<file path="src/rtl/ctrl_pkg.sv">
// ctrl_pkg: states, opcodes and datapath select encodings shared by the multicycle control unit
package ctrl_pkg;
  typedef enum logic [3:0] {
    FETCH, DECODE, MEMADR, MEMREAD, MEMWB, MEMWRITE, EXECR, EXECI, ALUWB, BRANCH, JAL, TRAP
  } state_t;
  localparam logic [6:0] OP_LW  = 7'b0000011;
  localparam logic [6:0] OP_SW  = 7'b0100011;
  localparam logic [6:0] OP_R   = 7'b0110011;
  localparam logic [6:0] OP_I   = 7'b0010011;
  localparam logic [6:0] OP_B   = 7'b1100011;
  localparam logic [6:0] OP_JAL = 7'b1101111;
  localparam logic [2:0] ALU_ADD = 3'b000;
  localparam logic [2:0] ALU_SUB = 3'b001;
  localparam logic [2:0] ALU_AND = 3'b010;
  localparam logic [2:0] ALU_OR  = 3'b011;
  localparam logic [2:0] ALU_SLT = 3'b101;
  localparam logic [1:0] RES_ALUOUT = 2'b00;
  localparam logic [1:0] RES_DATA   = 2'b01;
  localparam logic [1:0] RES_ALURES = 2'b10;
  localparam logic [1:0] SRCA_PC    = 2'b00;
  localparam logic [1:0] SRCA_OLDPC = 2'b01;
  localparam logic [1:0] SRCA_RS1   = 2'b10;
  localparam logic [1:0] SRCB_RS2   = 2'b00;
  localparam logic [1:0] SRCB_IMM   = 2'b01;
  localparam logic [1:0] SRCB_FOUR  = 2'b10;
  localparam logic [1:0] IMM_I = 2'b00;
  localparam logic [1:0] IMM_S = 2'b01;
  localparam logic [1:0] IMM_B = 2'b10;
  localparam logic [1:0] IMM_J = 2'b11;
endpackage

</file>
<file path="src/rtl/alu_dec.sv">
// alu_dec: maps funct3/funct7 to an ALU operation, with overrides for address and compare phases
module alu_dec import ctrl_pkg::*; #(
  parameter int ALUCTRL_W = 3
) (
  input  logic [2:0]           funct3,
  input  logic                 funct7,
  input  logic                 is_rtype,
  input  logic                 force_add,
  input  logic                 force_sub,
  output logic [ALUCTRL_W-1:0] ALUControl,
  output logic                 illegal
);
  logic [2:0] enc;
  // overrides win; otherwise decode funct3 and flag encodings the ALU does not implement
  always_comb begin
    enc = force_sub ? ALU_SUB :
          force_add ? ALU_ADD :
          funct3 == 3'b000 ? ((is_rtype && funct7) ? ALU_SUB : ALU_ADD) :
          funct3 == 3'b010 ? ALU_SLT :
          funct3 == 3'b110 ? ALU_OR :
          funct3 == 3'b111 ? ALU_AND : ALU_ADD;
    illegal = !force_sub && !force_add && !(funct3 inside {3'b000, 3'b010, 3'b110, 3'b111});
  end
  assign ALUControl = ALUCTRL_W'(enc);
endmodule

</file>
<file path="src/rtl/ctrl_multicycle.sv">
// ctrl_multicycle: Moore FSM sequencing fetch/decode/execute/memory/writeback for an RV32I core
module ctrl_multicycle import ctrl_pkg::*; #(
  parameter int ALUCTRL_W   = 3,
  parameter bit EN_BNE      = 1'b1,
  parameter bit TRAP_RESUME = 1'b0
) (
  input  logic                 clk,
  input  logic                 rst_n,
  input  logic [6:0]           op,
  input  logic [2:0]           funct3,
  input  logic                 funct7,
  input  logic                 zero,
  input  logic                 mem_ready,
  output logic                 mem_req,
  output logic                 AdrSrc,
  output logic                 IRWrite,
  output logic                 PCWrite,
  output logic                 MemWrite,
  output logic                 RegWrite,
  output logic [1:0]           ResultSrc,
  output logic [1:0]           ALUSrcA,
  output logic [1:0]           ALUSrcB,
  output logic [1:0]           ImmSrc,
  output logic [ALUCTRL_W-1:0] ALUControl,
  output logic                 illegal_instr
);
  state_t state, state_n;
  logic force_add, force_sub, alu_bad, br_ok, br_take;
  logic [ALUCTRL_W-1:0] alu_ctrl;
  assign force_sub = state == BRANCH;
  assign force_add = !(state inside {EXECR, EXECI, BRANCH});
  assign br_ok = funct3 == 3'b000 || (EN_BNE && funct3 == 3'b001);
  assign br_take = funct3[0] ? ~zero : zero;
  assign ALUControl = rst_n ? alu_ctrl : '0;
  alu_dec #(.ALUCTRL_W(ALUCTRL_W)) u_alu_dec (
    .funct3(funct3), .funct7(funct7), .is_rtype(state == EXECR),
    .force_add(force_add), .force_sub(force_sub), .ALUControl(alu_ctrl), .illegal(alu_bad)
  );
  // state register; the trap flag is raised as TRAP is entered and only reset clears it
  always_ff @(posedge clk or negedge rst_n)
    if (!rst_n) begin
      state <= FETCH;
      illegal_instr <= 1'b0;
    end else begin
      state <= state_n;
      if (state_n == TRAP) illegal_instr <= 1'b1;
    end
  // next-state: memory states wait on mem_ready, decode dispatches on opcode, bad encodings trap
  always_comb begin
    state_n = state;
    case (state)
      FETCH:    state_n = mem_ready ? DECODE : FETCH;
      DECODE:   state_n = (op == OP_LW || op == OP_SW) ? MEMADR : op == OP_R ? EXECR :
                          op == OP_I ? EXECI : op == OP_B ? BRANCH : op == OP_JAL ? JAL : TRAP;
      MEMADR:   state_n = op == OP_SW ? MEMWRITE : MEMREAD;
      MEMREAD:  state_n = mem_ready ? MEMWB : MEMREAD;
      MEMWRITE: state_n = mem_ready ? FETCH : MEMWRITE;
      EXECR, EXECI: state_n = alu_bad ? TRAP : ALUWB;
      BRANCH:   state_n = br_ok ? FETCH : TRAP;
      JAL:      state_n = ALUWB;
      TRAP:     state_n = TRAP_RESUME ? FETCH : TRAP;
      default:  state_n = FETCH;
    endcase
  end
  // outputs decoded from the registered state; everything is held at 0 while reset is low
  always_comb begin
    mem_req = 1'b0; AdrSrc = 1'b0; IRWrite = 1'b0; PCWrite = 1'b0; MemWrite = 1'b0; RegWrite = 1'b0;
    ResultSrc = RES_ALUOUT; ALUSrcA = SRCA_PC; ALUSrcB = SRCB_RS2; ImmSrc = IMM_I;
    if (rst_n)
      case (state)
        FETCH:    begin mem_req = 1'b1; IRWrite = mem_ready; PCWrite = mem_ready; ALUSrcB = SRCB_FOUR; ResultSrc = RES_ALURES; end
        DECODE:   begin ALUSrcA = SRCA_OLDPC; ALUSrcB = SRCB_IMM; ImmSrc = IMM_B; end
        MEMADR:   begin ALUSrcA = SRCA_RS1; ALUSrcB = SRCB_IMM; ImmSrc = op == OP_SW ? IMM_S : IMM_I; end
        MEMREAD:  begin mem_req = 1'b1; AdrSrc = 1'b1; end
        MEMWB:    begin ResultSrc = RES_DATA; RegWrite = 1'b1; end
        MEMWRITE: begin mem_req = 1'b1; AdrSrc = 1'b1; MemWrite = 1'b1; end
        EXECR:    ALUSrcA = SRCA_RS1;
        EXECI:    begin ALUSrcA = SRCA_RS1; ALUSrcB = SRCB_IMM; end
        ALUWB:    RegWrite = 1'b1;
        BRANCH:   begin ALUSrcA = SRCA_RS1; PCWrite = br_ok & br_take; end
        JAL:      begin ALUSrcA = SRCA_OLDPC; ALUSrcB = SRCB_FOUR; PCWrite = 1'b1; ImmSrc = IMM_J; end
        default: ;
      endcase
  end
endmodule

</file>
<file path="config.mk">
export PLATFORM = sky130hd
export DESIGN_NAME = ctrl_multicycle
export DESIGN_NICKNAME = d
export VERILOG_FILES = /design/src/rtl/ctrl_pkg.sv /design/src/rtl/alu_dec.sv /design/src/rtl/ctrl_multicycle.sv
export SDC_FILE = /design/constraint.sdc
export NUM_CORES = 1
export LEC_CHECK = 0
export CORE_MARGIN = 2
export CORE_UTILIZATION = 39
export CTS_CLUSTER_SIZE = 12
export DETAILED_ROUTE_END_ITERATION = 8
export GPL_TIMING_DRIVEN = 0
export PLACE_DENSITY = 0.78
export SLEW_MARGIN = 40
export SYNTH_ARGS = -nofsm -noshare
export SYNTH_HDL_FRONTEND = slang
export SYNTH_SLANG_ARGS = --single-unit
</file>
<file path="constraint.sdc">
create_clock -name clk -period 1.9 [get_ports clk]
set_input_delay 0.19 -clock clk [delete_from_list [all_inputs] [get_ports clk]]
set_output_delay 0.19 -clock clk [all_outputs]
set_load 0.01 [all_outputs]
</file>
==> results of run 1 <==
## layout by cell type (no fill, tap or decap), types with 3 or more instances in the layout
cell type and count:
a21oi_1 5, buf_4 7, clkbuf_4 5, clkdlybuf4s15_1 4, clkdlybuf4s50_1 14, dfrtp_1 3, dlygate4sd2_1 10, inv_1 3
mux2i_1 3, nand2_1 12, nor2_1 7, nor2_2 4, nor2b_1 4, nor3_1 4, nor3_2 4, o211ai_1 4
o21a_1 3
## registers in the layout, indices dropped and copies added, names as in the netlist
name / count
state: 4
illegal_instr: 1
## logic make-up (layout without fill, tap and decap cells)
family / count (synthesis) / count (layout) / share of synthesized area
xor+xnor: 2 / 2 / 0.02652
simple gates: 55 / 55 / 0.4394
compound gates: 21 / 21 / 0.2292
flops: 5 / 5 / 0.1894
buf+inv: 10 / 51 / 0.07007
mux: 3 / 3 / 0.04546
## stage by stage
step	instances	hold slack, ns	utilization	TNS, ns
6_report	153	0.4789	0.7484	0
5_1_grt	153	0.4886	0.7484	-0.002690
4_1_cts	153	0.4823	0.7248	-0.09446
3_5_place_dp	144	0.4555	0.6494	-3.563
3_3_place_gp	144	0.4503	0.6494	-3.176
2_1_floorplan	96	-0.1056	-	0
## metal layers
layer  routed length (um)  share of wire  track usage  up-vias
met5                    0              0            0        -
met4                    8         0.0039      0.01176        0
met3                  150          0.073      0.06400        2
met2                 1035           0.50       0.4029       40
met1                  860           0.42       0.2621      393
li1                     -              -            -      434
## layout make-up
class	instances	area, sq um
Buffer	6	52.55
Clock buffer	4	26.28
Fill cell	116	387.9
Inverter	3	11.26
Multi-Input combinational cell	81	559.3
Sequential cell	5	127.6
Tap cell	16	20.02
Timing Repair Buffer	38	356.6
## synth_stat cells (2+ instances only)
cell	n
inv_1	3
nand3_1	3
a31oi_1	2
nor3_1	8
xnor2_1	2
clkbuf_1	2
o211ai_1	4
o21a_1	3
nand2b_1	3
mux2i_1	3
nor2_1	12
nor2b_1	5
a21oi_1	5
buf_2	3
nand2_1	12
nor4_1	3
dfrtp_1	5
## power by group through the flow
stage / clock network, mW / logic (mW) / registers, mW
3_3_place_gp: 0 / 0.897 / 0.185
3_5_place_dp: 0 / 0.915 / 0.186
5_1_grt: 0.137 / 1.13 / 0.209
6_report: 0.120 / 1.03 / 0.204
4_1_cts: 0.125 / 1.01 / 0.197
2_1_floorplan: 0 / 0.576 / 0.187
## timing repair
action	in CTS	in global routing
hold buffers	1	0
resized for setup	37	15
hold endpoints to repair	5	0
buffers inserted	5	0
pin swaps	4	1
endpoints found under the setup margin	17	7
## final timing paths
| path | from | end | slack (ns) | cells after the start |
|---|---|---|---|---|
| max | state[1] | ALUSrcB[0] | 0.07 | 5 |
| min | illegal_instr | illegal_instr | 0.48 | 1 |
| max reg2reg | state[0] | illegal_instr | 0.29 | 8 |
| min reg2reg | illegal_instr | illegal_instr | 0.48 | 1 |
| max in group asynchronous | rst_n | state[3] | 1.06 | 2 |
| min in group asynchronous | rst_n | state[0] | 0.61 | 2 |
==> results.txt, run 1 <==
Status = complete, no violations
Synth Register Bits = 5
Via count = 869
Clock tree buffer depth = 2
Slew margin rel. = 0.7742
CTS Buf Count = 3
Final wirelength = 2.055 mm
CTS root buf = clkbuf_4
CTS tree = yes
Slew @ Worst Pin = 0.3344 ns
Gr usage total = 0.2194
CP max stage delay = 0.37 ns
Clock slew at reported path FFs = 0.04 ns
Int Pwr = 742.1 uW
Clk network pwr share = 0.088
Layout cells sized above 1 = 0.2701
Setup-failing EPs final = 0
Comb pwr share = 0.762
Post-route cell area = 0.001154 sq mm
Hold Vio Cnt, Final = 0
WP data arrival = 1.64 ns
Tcrit/Tclk final = 0.9642
Hold/Removal Path Class = flip-flop to flip-flop
Worst setup EP type = primary output
EDFF count, synth = 0
Crit path launch type = flip-flop
ANT cells = 0
Area after DPL = 0.001001 sq mm
Number of I/O pins = 33
Yosys top cell area share = 0.1894
Placement Setup Slack = -0.4357 ns
Main flop type after synthesis = dfrtp_1
Clk_lat worst skew = 0.24 ns
Top post-synthesis cells by area = dfrtp_1 (19%), nand2_1 (6.8%), nor2_1 (6.8%), nor3_1 (6.1%), nor2b_1 (4.7%)
Post-synthesis cell area = 660.6 sq um
CTS H-tree lvls = 1
Peak supply drop = 0.0008336 V
DRT Pass-1 Iters = 4
Post-DP HPWL = 1.490 mm
Initial antenna violation count = 0
Final Worst Setup Slack = 0.06799 ns
Avg Inst Size Synth = 6.882 sq um
Gp weighted congestion = 0.8239
Number of global-route vias before repair = 797
ANT nets after route = 0
Routed vias/inst = 5.680
CP max stage cell = dfrtp_1
Worst-path cell chain = buf_4 > nor2b_4 > buf_4 > o311a_1 > clkdlybuf4s15_1
Area growth syn-to-layout = 74.62%
Initial core utilization = 0.4286
Wire length of the first global-routing pass = 3.346 mm
Max-Cap Viols = 0
Wirelength per Cell = 13.43 um
Core Area = 0.001541 sq mm
PwrDens = 1177 mW/mm^2
Sw Share = 0.4533
Crit path top cell by count = buf_4
Initial DRC count = 18
Final min period = 1.832 ns
Critical path required time = 1.71 ns
CP Buf/Inv Count = 3
Slew Limit Fails = 0
DR DRC count = 0
Synth Warn # = 0
Setup CP Type = flip-flop to primary output
Fmax achieved = 545.9 MHz
# rows = 14
Mapped Nets = 111
Final Power = 1.357 mW
Post-synth ARST share = 1.000
Largest net degree at the start of global routing = 11
Grt ovf = 0
Die X = 45.16 um
Port-buffer cells = 32
Die area = 0.002039 sq mm
Nets = 153
CTS Sinks = 5
Chip height = 45.16 um
CP max FO = 10
Post-synthesis sequential area ratio = 0.1894
Sequential Power Share = 0.150
Post-synth cell types = 35
LEAKAGE = 0.5356 nW
Switching pwr = 615.3 uW
Area leader, netlist = dfrtp_1
Mapped Cells = 96
Worst clock skew = 0.002141 ns
CP top delay family = buffers and inverters
Note: power is estimated with default switching activity, not from simulation.
==> run 2: changes to the inputs <==
--- a/config.mk
+++ b/config.mk
@@ -11,6 +11,7 @@
 export DETAILED_ROUTE_END_ITERATION = 8
 export GPL_TIMING_DRIVEN = 0
 export PLACE_DENSITY = 0.78
+export RECOVER_POWER = 50
 export SLEW_MARGIN = 40
 export SYNTH_ARGS = -nofsm -noshare
 export SYNTH_HDL_FRONTEND = slang
==> constraint.sdc (replaced) <==
create_clock -name clk -period 1.9 [get_ports clk]
set_input_delay 0.285 -clock clk [delete_from_list [all_inputs] [get_ports clk]]
set_output_delay 0.285 -clock clk [all_outputs]
set_load 0.01 [all_outputs]
==> run 2 against run 1 <==
Effect of this change:
- worst hold slack got worse by 0.45 ns
- routed wire length increased by 16%
- final area grew 2.2%
- via count is 9.3% higher
- sequential cell count is the same
- the run now ends with negative setup slack left
- total power up 7.4%
- global-route usage rose by 2.2 points
- sequential power barely moved
- highest routed layer unchanged
- utilization is 1.6 points higher
==> results.txt, run 2 (same netlist as run 1, synthesis figures left out) <==
Commonest cells after routing, fill and taps aside = nand2_1 (12), clkdlybuf4s50_1 (12), dlygate4sd2_1 (12)
Layout cells sized above 1 = 0.3099 (+0.03979)
Grt ovf = 0 (unchanged)
Post-DP HPWL = 1.490 mm (unchanged)
RSZ-0062 raised after global routing = yes
Crit path from = state[0]
Final wirelength = 2.380 mm (+16%)
Slew @ Worst Pin = 0.3378 ns (+0.003455 ns)
ANT nets after route = 0 (unchanged)
Wire length of the first global-routing pass = 3.657 mm (+9.3%)
Critical path required time = 1.62 ns (-0.09 ns)
Placement Setup Slack = -0.6257 ns (-0.1900 ns)
Launch point of the worst reg-to-reg path = state[1]
Area occupied by registers = 126.4 sq um (-0.98%)
DR DRC count = 0 (unchanged)
Die X = 45.16 um (unchanged)
CTS root buf = clkbuf_4
Status = finished with violations
Clock tree buffer depth = 2 (unchanged)
Crit path launch type = flip-flop
FILL cells = 112 (-3.4%)
CTS H-tree lvls = 1 (unchanged)
Final min period = 1.940 ns (+0.1078 ns)
Port-buffer cells = 32 (unchanged)
Peak supply drop = 0.0008665 V (+4.0%)
Setup-failing EPs final = 1 (+1)
Initial DRC count = 44 (+26)
Nets = 158 (+3.3%)
WP data arrival = 1.65 ns (about the same)
# rows = 14 (unchanged)
Fmax achieved = 515.5 MHz (-5.6%)
Max-Cap Viols = 0 (unchanged)
Largest net degree at the start of global routing = 13 (+2)
Initial core utilization = 0.4286 (unchanged)
Gr usage total = 0.2410 (+0.02156)
Hold buffers post-CTS = 0 (-1)
Most flop-heavy register = state
Top flop regs = state x4, illegal_instr x1
CP max FO = 5 (-5)
Wirelength per Cell = 15.06 um (+12%)
PwrDens = 1237 mW/mm^2 (+5.1%)
Tcrit/Tclk final = 1.021 (+0.05674)
Area after DPL = 0.001001 sq mm (unchanged)
Slew margin rel. = 0.7719 (-0.002332)
Number of I/O pins = 33 (unchanged)
Via count = 950 (+9.3%)
Number of global-route vias before repair = 841 (+5.5%)
Core Area = 0.001541 sq mm (unchanged)
Worst setup EP type = primary output
CTS Buf Count = 3 (unchanged)
Gp weighted congestion = 0.8239 (unchanged)
Hold Vio Cnt, Final = 0 (unchanged)
LEAKAGE = 0.5608 nW (+4.7%)
CTS Sinks = 5 (unchanged)
Clk_lat worst skew = 0.24 ns (about the same)
Routed vias/inst = 6.013 (+5.9%)
Initial antenna violation count = 0 (unchanged)
Slew Limit Fails = 0 (unchanged)
Worst clock skew = 0.002096 ns (-0.00004499 ns)
Die area = 0.002039 sq mm (unchanged)
Chip height = 45.16 um (unchanged)
Max reg flops = 4 (unchanged)
Area growth syn-to-layout = 78.41%
Clock slew at reported path FFs = 0.05 ns (about the same)
Area of the multi-input gates = 565.5 sq um (+1.1%)
Hold/Removal Path Class = input port to async pin
Setup CP Type = flip-flop to primary output
ANT cells = 0 (unchanged)
DRT Pass-1 Iters = 4 (unchanged)
WHS = 0.02975 ns (-0.4491 ns)
Post-route cell area = 0.001179 sq mm (+2.2%)
CTS tree = yes
Failing checks = negative setup slack
Final Worst Setup Slack = -0.03981 ns (-0.1078 ns)
-- run 2: cell count changes in the layout (fill, tap and decap cells not counted), sizes merged --
cell / before / now
buf: 9 / 17
clkdlybuf4s15: 5 / 1
clkbuf: 7 / 9
clkdlybuf4s50: 14 / 12
dlygate4sd2: 10 / 12
dlygate4sd3: 1 / 0
-- run 2: final cells by class --
class / instances / share of cell area
Multi-Input combinational cell: 81 / 0.4798
Timing Repair Buffer: 43 / 0.3110
Sequential cell: 5 / 0.1072
Buffer: 6 / 0.05308
Clock buffer: 4 / 0.02229
Tap cell: 16 / 0.01699
Inverter: 3 / 0.009554
-- run 2: power breakdown --
group / total, mW / switching [mW] / internal, mW
logic: 1.13 / 0.584 / 0.549
registers: 0.201 / 0.0416 / 0.160
clock network: 0.124 / 0.0447 / 0.0795
total: 1.46 / 0.670 / 0.788
-- run 2: path summary, 6_finish.rpt --
kind | end | slack, ns | depth (start not counted)
hold reg to reg | illegal_instr | 0.48 | 1
min in group clk | illegal_instr | 0.48 | 1
hold / removal | state[1] | 0.03 | 1
setup / recovery | ALUSrcA[1] | -0.04 | 7
setup reg to reg | illegal_instr | 0.28 | 5
max in group asynchronous | state[2] | 1.60 | 1
-- run 2: timing repair --
item | CTS | global route
buffers inserted | 9 | 1
gates cloned | 0 | 1
pin swaps | 4 | 6
endpoints found under the setup margin | 17 | 8
resized for setup | 45 | 17
-- run 2: worst max-delay path, stage by stage, from the launching register on --
cell and delay, ns:
dfrtp_1 0.33, buf_6 0.12, nor2b_1 0.14, clkbuf_4 0.16
nand2_1 0.07, nor2_1 0.18, o21a_1 0.15, dlygate4sd2_1 0.27
-- run 2: through the flow --
stage,instances,TNS (ns),total power [mW],util
final,158,-0.03981,1.458,0.7646
after global routing,158,-0.2051,1.566,0.7646
after CTS,156,0,1.350,0.7313
after detailed placement,144,-6.591,1.101,0.6494
after global placement,144,-6.201,1.081,0.6494
after floorplan,96,0,0.7631,-
-- run 2: metal layers --
| metal | up-vias | GRT usage | wire [um] |
|---|---|---|---|
| li1 | 448 | - | - |
| met1 | 427 | 0.2774 | 890 |
| met2 | 67 | 0.4486 | 1229 |
| met3 | 8 | 0.06400 | 220 |
| met4 | 0 | 0.03529 | 40 |
| met5 | - | 0 | 0 |
==> run 3: changes to the inputs <==
--- a/config.mk
+++ b/config.mk
@@ -5,14 +5,13 @@
 export SDC_FILE = /design/constraint.sdc
 export NUM_CORES = 1
 export LEC_CHECK = 0
-export CORE_MARGIN = 2
-export CORE_UTILIZATION = 39
+export CORE_AREA = 2 2 39 41
 export CTS_CLUSTER_SIZE = 12
 export DETAILED_ROUTE_END_ITERATION = 8
+export DIE_AREA = 0 0 41 43
+export DONT_BUFFER_PORTS = 1
 export GPL_TIMING_DRIVEN = 0
-export PLACE_DENSITY = 0.78
 export RECOVER_POWER = 50
-export SLEW_MARGIN = 40
 export SYNTH_ARGS = -nofsm -noshare
 export SYNTH_HDL_FRONTEND = slang
 export SYNTH_SLANG_ARGS = --single-unit
==> run 3 against run 2 <==
Effect of this change:
- the flow now finishes without violations
- via count shrank 23%
- global-route usage shrank 0.31 points
- final cell count down 25%
- largest power group unchanged
- total power is 20% lower
- critical path type unchanged
==> results.txt, run 3 (same netlist as run 1, synthesis figures left out) <==
Status = complete, no violations
CTS H-tree lvls = 1 (unchanged)
CTS root buf = clkbuf_4
Met2 routed WL = 914 um (-26%)
Layout cells sized above 1 = 0.2524 (-0.05743)
Most common cell after layout, fill and taps aside = nand2_1
ANT cells = 0 (unchanged)
Final min period = 1.836 ns (-0.1039 ns)
FILL cells = 133 (+19%)
Fmax achieved = 544.7 MHz (+5.7%)
Wire length of the first global-routing pass = 2.918 mm (-20%)
CTS Buf Count = 3 (unchanged)
CP max stage delay = 0.37 ns (+0.04 ns)
Max-Cap Viols = 0 (unchanged)
CP Buf/Inv Count = 2 (-1)
Chip height = 43 um (-4.8%)
Routed vias/inst = 6.134 (+2.0%)
Final wirelength = 1.788 mm (-25%)
Clock slew at reported path FFs = 0.04 ns (about the same)
Post-DP HPWL = 1.301 mm (-13%)
Area occupied by registers = 125.1 sq um (-0.99%)
Met3 wire length = 149 um (-32%)
Crit path launch type = flip-flop
Peak supply drop = 0.0009076 V (+4.7%)
WP data arrival = 1.55 ns (-0.10 ns)
CTS Sinks = 5 (unchanged)
Final Worst Setup Slack = 0.06413 ns (+0.1039 ns)
Gp weighted congestion = 0.7687 (-6.7%)
Tcrit/Tclk final = 0.9662 (-0.05470)
Initial DRC count = 20 (-55%)
DRT Pass-1 Iters = 4 (unchanged)
Slew margin rel. = 0.6521 (-0.1198)
FF-to-FF End = illegal_instr
Initial core utilization = 0.4774 (+0.04882)
Final Core Density = 0.5787 (-0.1859)
Core Area = 0.001384 sq mm (-10%)
Most flop-heavy register = state
Hold/Removal Path Class = input port to async pin
M1 wire length = 724 um (-19%)
Max reg flops = 4 (unchanged)
Port-buffer cells = 0 (-100%)
Placement Setup Slack = 0.04762 ns (+0.6734 ns)
R2r setup slk = 0.29 ns (about the same)
CTS tree = yes
CP max stage cell = dfrtp_1
Top flop regs = state x4, illegal_instr x1
Setup-failing EPs final = 0 (-1)
Area growth syn-to-layout = 21.21%
Hold Vio Cnt, Final = 0 (unchanged)
Clock tree buffer depth = 2 (unchanged)
Critical path required time = 1.62 ns (about the same)
R2R cell count = 5 (unchanged)
PwrDens = 1463 mW/mm^2 (+18%)
DR DRC count = 0 (unchanged)
Number of global-route vias before repair = 692 (-18%)
Via count = 730 (-23%)
LEAKAGE = 0.3169 nW (-43%)
CP top delay family = simple AND/OR/NAND/NOR gates
Nets = 119 (-25%)
Area of the multi-input gates = 539.3 sq um (-4.6%)
Clk_lat worst skew = 0.24 ns (about the same)
Top layer in use = met3
Launch point of the worst reg-to-reg path = state[1]
Largest net degree at the start of global routing = 11 (-2)
Initial antenna violation count = 0 (unchanged)
Worst setup EP type = primary output
Wirelength per Cell = 15.03 um (-0.25%)
ANT nets after route = 0 (unchanged)
Post-route cell area = 800.8 sq um (-32%)
# rows = 14 (unchanged)
Die X = 41 um (-9.2%)
Worst clock skew = 0.0006110 ns (-0.001485 ns)
Worst-path cell chain = buf_6 > buf_4 > nand2b_1 > nor2_1 > a21boi_1
Die area = 0.001763 sq mm (-14%)
Slew @ Worst Pin = 0.5171 ns (+0.1793 ns)
Number of I/O pins = 33 (unchanged)
Setup_tns = 0 ns (+0.03981 ns)
RSZ-0062 raised after global routing = yes
Gr usage total = 0.2379 (-0.003051)
CP max FO = 7 (+2)
Setup CP Type = flip-flop to primary output
Commonest cells after routing, fill and taps aside = nand2_1 (11), nor2_1 (9), nor3_1 (7)
Slew Limit Fails = 0 (unchanged)
Grt ovf = 0 (unchanged)
Area after DPL = 680.7 sq um (-32%)
[run 3: cell count changes in the layout (fill, tap and decap cells not counted), moves of 3 or more]
| cell | change |
|---|---|
| clkbuf_2 | -3 |
| nor3_2 | -3 |
| clkdlybuf4s50_1 | -12 |
| dlygate4sd2_1 | -12 |
| buf_4 | -6 |
[run 3: worst register-to-register path, stage by stage (launching register included)]
cell and delay (ns):
dfrtp_1 0.37, buf_2 0.18, o311ai_0 0.35, o21a_1 0.22, o211ai_1 0.13, a31o_1 0.23
[run 3: worst max path at each step]
| stage | from | to | cells past startpoint |
|---|---|---|---|
| after floorplan | state[2] | mem_req | 5 |
| after global placement | state[2] | mem_req | 5 |
| after detailed placement | state[2] | mem_req | 5 |
| after CTS | state[2] | ImmSrc[1] | 5 |
| after global routing | state[0] | ALUSrcB[1] | 5 |
| final | state[0] | ALUSrcB[1] | 5 |
[run 3: per-layer routing]
layer	vias up	global-route usage
met5	-	0
met4	0	0.06000
met3	0	0.05759
met2	35	0.3750
met1	331	0.3127
li1	364	-
[run 3: cell type report]
class | instances | share of cell area
repair buffers | 5 | 0.05000
inverters | 3 | 0.01406
flip-flops and latches | 5 | 0.1563
plain buffers | 5 | 0.04844
well taps | 16 | 0.02500
clock buffers | 4 | 0.03281
multi-input cells | 81 | 0.6734
[run 3: where the power goes]
part | internal (mW) | switching, mW
logic | 0.358 | 0.488
registers | 0.159 | 0.0481
clock network | 0.0792 | 0.0402
total | 0.595 | 0.576
[run 3: repair_timing]
item | CTS | global route
hold endpoints to repair | 5 | 0
hold buffers | 1 | 0
resized for setup | 10 | 9
pin swaps | 0 | 3
buffers inserted | 1 | 3
endpoints found under the setup margin | 6 | 7
[run 3: metrics by stage]
step	hold slack (ns)	power (mW)	std cells
2_1_floorplan	-0.01059	0.7631	96
3_3_place_gp	-0.01041	0.8771	112
3_5_place_dp	-0.01032	0.8883	112
4_1_cts	0.3326	1.092	118
5_1_grt	0.3502	1.279	119
6_report	0.3371	1.171	119
